## config.mk

```make
export PLATFORM = sky130hd
export DESIGN_NAME = bcd_countdown_2digits
export DESIGN_NICKNAME = d
export VERILOG_FILES = /design/src/rtl/bcd_countdown_2digits.sv
export SDC_FILE = /design/constraint.sdc
export NUM_CORES = 1
export LEC_CHECK = 0
export CORE_MARGIN = 1
export CORE_UTILIZATION = 43
export DETAILED_ROUTE_END_ITERATION = 7
export PLACE_DENSITY_LB_ADDON = 0.1
export SLEW_MARGIN = 0
export SYNTH_ARGS = -nofsm -noshare
export SYNTH_HDL_FRONTEND = slang
export SYNTH_SLANG_ARGS = --single-unit
```

## constraint.sdc

```tcl
create_clock -name clk -period 1.8 [get_ports clk]
set_clock_uncertainty 0.05 [all_clocks]
set_input_delay 0.36 -clock clk [delete_from_list [all_inputs] [get_ports clk]]
set_output_delay 0.36 -clock clk [all_outputs]
set_load 0.03 [all_outputs]
```

## src/rtl/bcd_countdown_2digits.sv

```systemverilog
// Two-digit BCD down-counter with load, enable and optional auto-reload.
//
// Ports:
//   clk        - single clock, all state updates on its rising edge
//   reset      - synchronous, active-high; clears count, reload and done, returns to IDLE
//   load       - capture load_value this edge (beats enable)
//   load_value - BCD {tens[7:4], ones[3:0]}; each nibble above 9 is clamped to 9
//   enable     - count-down tick qualifier, only acts in RUN
//   count      - registered BCD value {tens, ones}
//   zero       - combinational decode of count == 8'h00
//   done       - registered one-cycle pulse on the 01 -> 00 expiry edge
//   busy       - high while the FSM is in RUN
//
// Parameter:
//   AUTO_RELOAD - 0: stop at 00 after expiry; 1: stay in RUN and restart
//                 from the reload value on the next enabled edge.
module bcd_countdown_2digits #(
    parameter bit AUTO_RELOAD = 1'b0
) (
    input  logic       clk,
    input  logic       reset,
    input  logic       load,
    input  logic [7:0] load_value,
    input  logic       enable,
    output logic [7:0] count,
    output logic       zero,
    output logic       done,
    output logic       busy
);

    typedef enum logic {
        IDLE = 1'b0,
        RUN  = 1'b1
    } state_t;

    state_t     state_reg, state_next;
    logic [7:0] count_reg, count_next;
    logic [7:0] reload_reg, reload_next;
    logic       done_reg, done_next;
    logic [7:0] load_clamped;

    // Clamp each nibble of the load value into BCD range independently.
    generate
        for (genvar gi = 0; gi < 2; gi++) begin : g_clamp
            assign load_clamped[gi*4 +: 4] =
                (load_value[gi*4 +: 4] > 4'd9) ? 4'd9 : load_value[gi*4 +: 4];
        end
    endgenerate

    always_ff @(posedge clk) begin
        if (reset) begin
            state_reg  <= IDLE;
            count_reg  <= 8'h00;
            reload_reg <= 8'h00;
            done_reg   <= 1'b0;
        end else begin
            state_reg  <= state_next;
            count_reg  <= count_next;
            reload_reg <= reload_next;
            done_reg   <= done_next;
        end
    end

    always_comb begin
        state_next  = state_reg;
        count_next  = count_reg;
        reload_next = reload_reg;
        done_next   = 1'b0;

        if (load) begin
            count_next  = load_clamped;
            reload_next = load_clamped;
            state_next  = (load_clamped != 8'h00) ? RUN : IDLE;
        end else if (enable && (state_reg == RUN)) begin
            if (count_reg == 8'h00) begin
                // Only reachable with auto-reload: the edge after expiry
                // restarts from the captured value.
                count_next = reload_reg;
            end else if (count_reg == 8'h01) begin
                count_next = 8'h00;
                done_next  = 1'b1;
                state_next = AUTO_RELOAD ? RUN : IDLE;
            end else if (count_reg[3:0] != 4'd0) begin
                count_next = {count_reg[7:4], count_reg[3:0] - 4'd1};
            end else begin
                // Borrow from tens; tens cannot be 0 here since count > 01.
                count_next = {count_reg[7:4] - 4'd1, 4'd9};
            end
        end
    end

    assign count = count_reg;
    assign zero  = (count_reg == 8'h00);
    assign done  = done_reg;
    assign busy  = (state_reg == RUN);

endmodule

```

# Word level (Yosys, flattened, before mapping)
# Index checks and enable logic that the tools add are counted.
# classes
reduce_logical	9
magnitude_cmp	2
n_addsub	2
muxes	13
n_bitwise	1
eq_ne	3
# ops
op	count
$mux 8	5
$eq 8x1->1 const B	1
$gt 4x4->1 const B	2
$logic_not 8->1	1
$mux 4	2
$reduce_bool 8->1	1
$sub 4x1->4 const B	2
$mux 1	6
$ne 4x4->1 const B	1
$reduce_bool 2->1	2
$reduce_bool 4->1	1
$reduce_or 4->1	1
$reduce_and 3->1	1
$ne 2x2->1 const B	1
$reduce_and 2->1	1
$logic_and 1x1->1	1
$not 1->1	1
# totals
register_bits	18
output_inout_bits	11
word_cells	35

# Depth between registers and ports, before layout
# logic_depth
word_depth	6
mapped_depth	7

# Least setup slack after synthesis
# OpenSTA, ideal clock, no wires.
# synth_path
path_kind	register -> output
start	register count_reg[4], in the netlist count[4]
end	output zero
path_stages_with_launch	6
slack_ps	-528
arrival_ps	1918
n_path_buf	1
path_cell_list	dfxtp_1 -> inv_1 -> ha_1 -> or3b_1 -> buf_6 -> nor3_1
# synth_between
elab_chain_len	1
# synth_rtl
element	line_no	text
start, declared	37	logic [7:0] count_reg, count_next;
start signal, assigned	58	count_reg <= count_next;
$logic_not 8->1	93	assign zero = (count_reg == 8'h00);
end, declared	26	output logic zero,
# No other way between the ends.

# Final worst setup path
# layout_path
start	register count_reg[5], in the netlist count[5]
end	output zero
# Same word-level chain as after synthesis.

==> impl_metrics.py <==
metrics = {
    "outcome": {
        "status": "finished, violations left",
        "violations": "negative setup slack",
    },
    "drt": {
        "met1_length_um": 1227,
        "drtIter0Drc": 34,
        "dr_wl_met3_um": 140,
        "wl_per_cell_um": 14.17,
        "highest_layer": "met4",
        "firstDrtPassIters": 4,
        "viasPerCell": 5.697,
        "drtAntennaViolNets": 0,
        "drc": 0,
        "routed_wl_um": 2621,
        "via_count": 1054,
        "met2_length_um": 1216,
    },
    "synth": {
        "synthesis.area_um2": 975.9,
        "syn_nets": 131,
        "synth-edff-count": 0,
        "synth_ff_type": "dfxtp_1",
        "synth_cell_types": 39,
        "yosysSeqAreaShare_pct": 36.92,
        "ys.warnings.count": 0,
        "async_flop_share_pct": 0,
        "synth.avg_cell_area_um2": 8.271,
        "synth-seq-cells": 18,
        "syn_inst": 118,
    },
    "sta": {
        "slew_violations": 0,
        "rsz0062_at_grt": "yes",
        "tightest_slew_ns": 0.3343,
        "fmax_ghz": 0.5215,
        "setup-violations-final": 3,
        "hold_viol": 0,
        "period_minus_slack_ns": 1.918,
        "min_period_over_period_pct": 106.5,
        "maxSlewHeadroom_pct": 77.51,
        "worst_slack_ns": -0.1175,
    },
    "finish": {
        "drive_gt1_share_pct": 25.32,
        "nNetsFinal": 172,
        "n_antenna_cell": 0,
        "layoutNonFillerInstCount": 185,
        "design_area_um2": 1436,
        "area_growth_pct": 47.18,
    },
    "setup_path": {
        "path_class": "reg -> out",
        "worstPathRequired_ns": 1.39,
        "worst_ep_arrival_time_ns": 1.51,
        "worstSetupStartpointType": "flop",
        "crit_fanout": 2,
        "endpoint_kind": "output port",
    },
    "clocking": {
        "cts_tree": "built",
        "clk_latency_ns": 0.31,
        "cts.sinks": 18,
        "cts_root_buffer": "clkbuf_4",
        "cts_buffers": 3,
        "clk_pin_slew_ns": 0.11,
        "cts-hold-fix-buffers": 0,
        "cts_max_path_buffers": 2,
        "htreeDepth": 1,
    },
    "placed_design": {
        "place_congestion": 0.8823,
        "placedInstanceArea_um2": 1365,
        "pre_cts_ws_ns": -0.03520,
        "hpwl_um": 1986,
        "numPlacedInstances": 179,
        "port_buffers": 22,
    },
    "grt": {
        "antenna_found_initial": 0,
        "grt_max_degree": 14,
        "grt_pass1_vias": 962,
        "grt.overflow.total": 0,
        "grt_pass1_wl_um": 4215,
        "gr-usage-all-layers_pct": 22.46,
    },
    "die": {
        "die_h_um": 49.64,
        "rows": 16,
        "die-area_um2": 2464,
        "core-area_um2": 2042,
        "pin_count": 23,
        "die_w_um": 49.64,
        "start_util_pct": 47.79,
    },
    "pwr": {
        "power.density_nw_per_um2": 731.5,
        "leakagePower_nw": 0.5913,
        "vdd_drop_max_v": 0.0005435,
    },
    "hold_path": {
        "hold_class": "reg -> reg",
    },
    "job": {
        "max-cap-violations": 0,
    },
}
==> power by group <==
part           switching (W)  internal, W  leakage [nW]  total, W
combinational       0.000174     0.000168         0.421  0.000342
clock               0.000138     0.000124        0.0210  0.000261
sequential         0.0000246     0.000422         0.150  0.000447
==> per-stage QoR <==
| stage | power [W] | TNS, ns | hold WS, ns | util (%) |
|---|---|---|---|---|
| final | 0.001051 | -0.2411 | 0.4207 | 70.34 |
| after global routing | 0.001103 | -0.5982 | 0.4516 | 70.34 |
| after detailed placement | 0.0007788 | -0.06338 | 0.4043 | 66.85 |
| after CTS | 0.001047 | -0.1935 | 0.4250 | 69.42 |
| after global placement | 0.0007747 | -0.05960 | 0.3890 | 66.85 |
| after floorplan | 0.0006458 | 0 | 0.3696 | - |
==> what timing repair did <==
item | in CTS | in global routing
resized for setup | 13 | 3
pin swaps | 2 | 0
hold endpoints to repair | 0 | 0
setup endpoints to repair | 14 | 7
buffers inserted | 1 | 1
==> worst paths after layout <==
kind | from | endpoint | slack (ns) | cells past startpoint
worst max register to register | count[5] | count[7] | -0.08 | 7
worst max-delay path | count[5] | zero | -0.12 | 5
worst min-delay path | reload_reg[4] | reload_reg[4] | 0.42 | 1
worst min register to register | reload_reg[4] | reload_reg[4] | 0.42 | 1
==> cell type report <==
cell class | count | area [µm²]
fillers | 172 | 605.6
inverters | 6 | 27.53
flip-flops and latches | 18 | 367.9
multi-input cells | 88 | 606.8
well taps | 27 | 33.78
clock buffers | 4 | 36.28
repair buffers | 42 | 364.1
==> cell usage in the layout, fill, tap and decap left out, types with 2 or more instances in the layout <==
master,instances
a211oi_1,2
a21oi_1,9
a21oi_2,2
a221oi_1,2
a311oi_1,2
a31oi_1,2
and2_1,4
buf_4,20
clkbuf_4,3
clkdlybuf4s50_1,12
dfxtp_1,16
dfxtp_4,2
dlygate4sd2_1,8
inv_1,4
inv_4,2
mux2i_1,2
nand2_1,10
nand4_1,3
nor2_1,6
nor2b_1,2
nor3_1,6
nor4_1,4
o211ai_1,2
o21a_1,5
o21ai_0,4
or2b_1,2
or3_1,2
==> cell families (layout without fill, tap and decap cells) <==
group / Yosys count / in the layout / share of synthesized area, %
buf+inv: 12 / 52 / 5.512
simple gates: 46 / 46 / 26.15
compound gates: 39 / 39 / 28.08
flops: 18 / 18 / 36.92
mux: 2 / 2 / 2.051
fa+ha+maj: 1 / 1 / 1.282
==> per-layer routing <==
| layer | GRT usage (%) | vias up |
|---|---|---|
| li1 | - | 526 |
| met1 | 30.29 | 487 |
| met2 | 35.81 | 37 |
| met3 | 3.704 | 4 |
| met4 | 8.095 | 0 |
| met5 | 0 | - |
==> cell usage after synthesis (2+ instances only) <==
cell type	n	area share [%]
dfxtp_1	18	37
a21oi_1	11	5.6
nand2_1	10	3.8
nor3_1	7	3.6
inv_1	6	2.3
nor2_1	6	2.3
o21a_1	5	3.8
and2_1	4	2.6
nor4_1	4	2.6
o21ai_0	4	2.1
a211oi_1	3	2.3
clkbuf_1	3	1.2
nand4_1	3	1.9
a221oi_1	2	1.8
a311oi_1	2	1.8
a31oi_1	2	1.3
mux2i_1	2	2.1
nor2b_1	2	1.3
o211ai_1	2	1.5
or2b_1	2	1.5
or3_1	2	1.3
==> worst max-delay path, stage by stage, from the launching register on <==
cell and delay (ns):
dfxtp_4 0.37, inv_4 0.06, ha_4 0.12, or3b_4 0.39, nor3_4 0.12, buf_6 0.15
(Power assumes the default switching activity.)
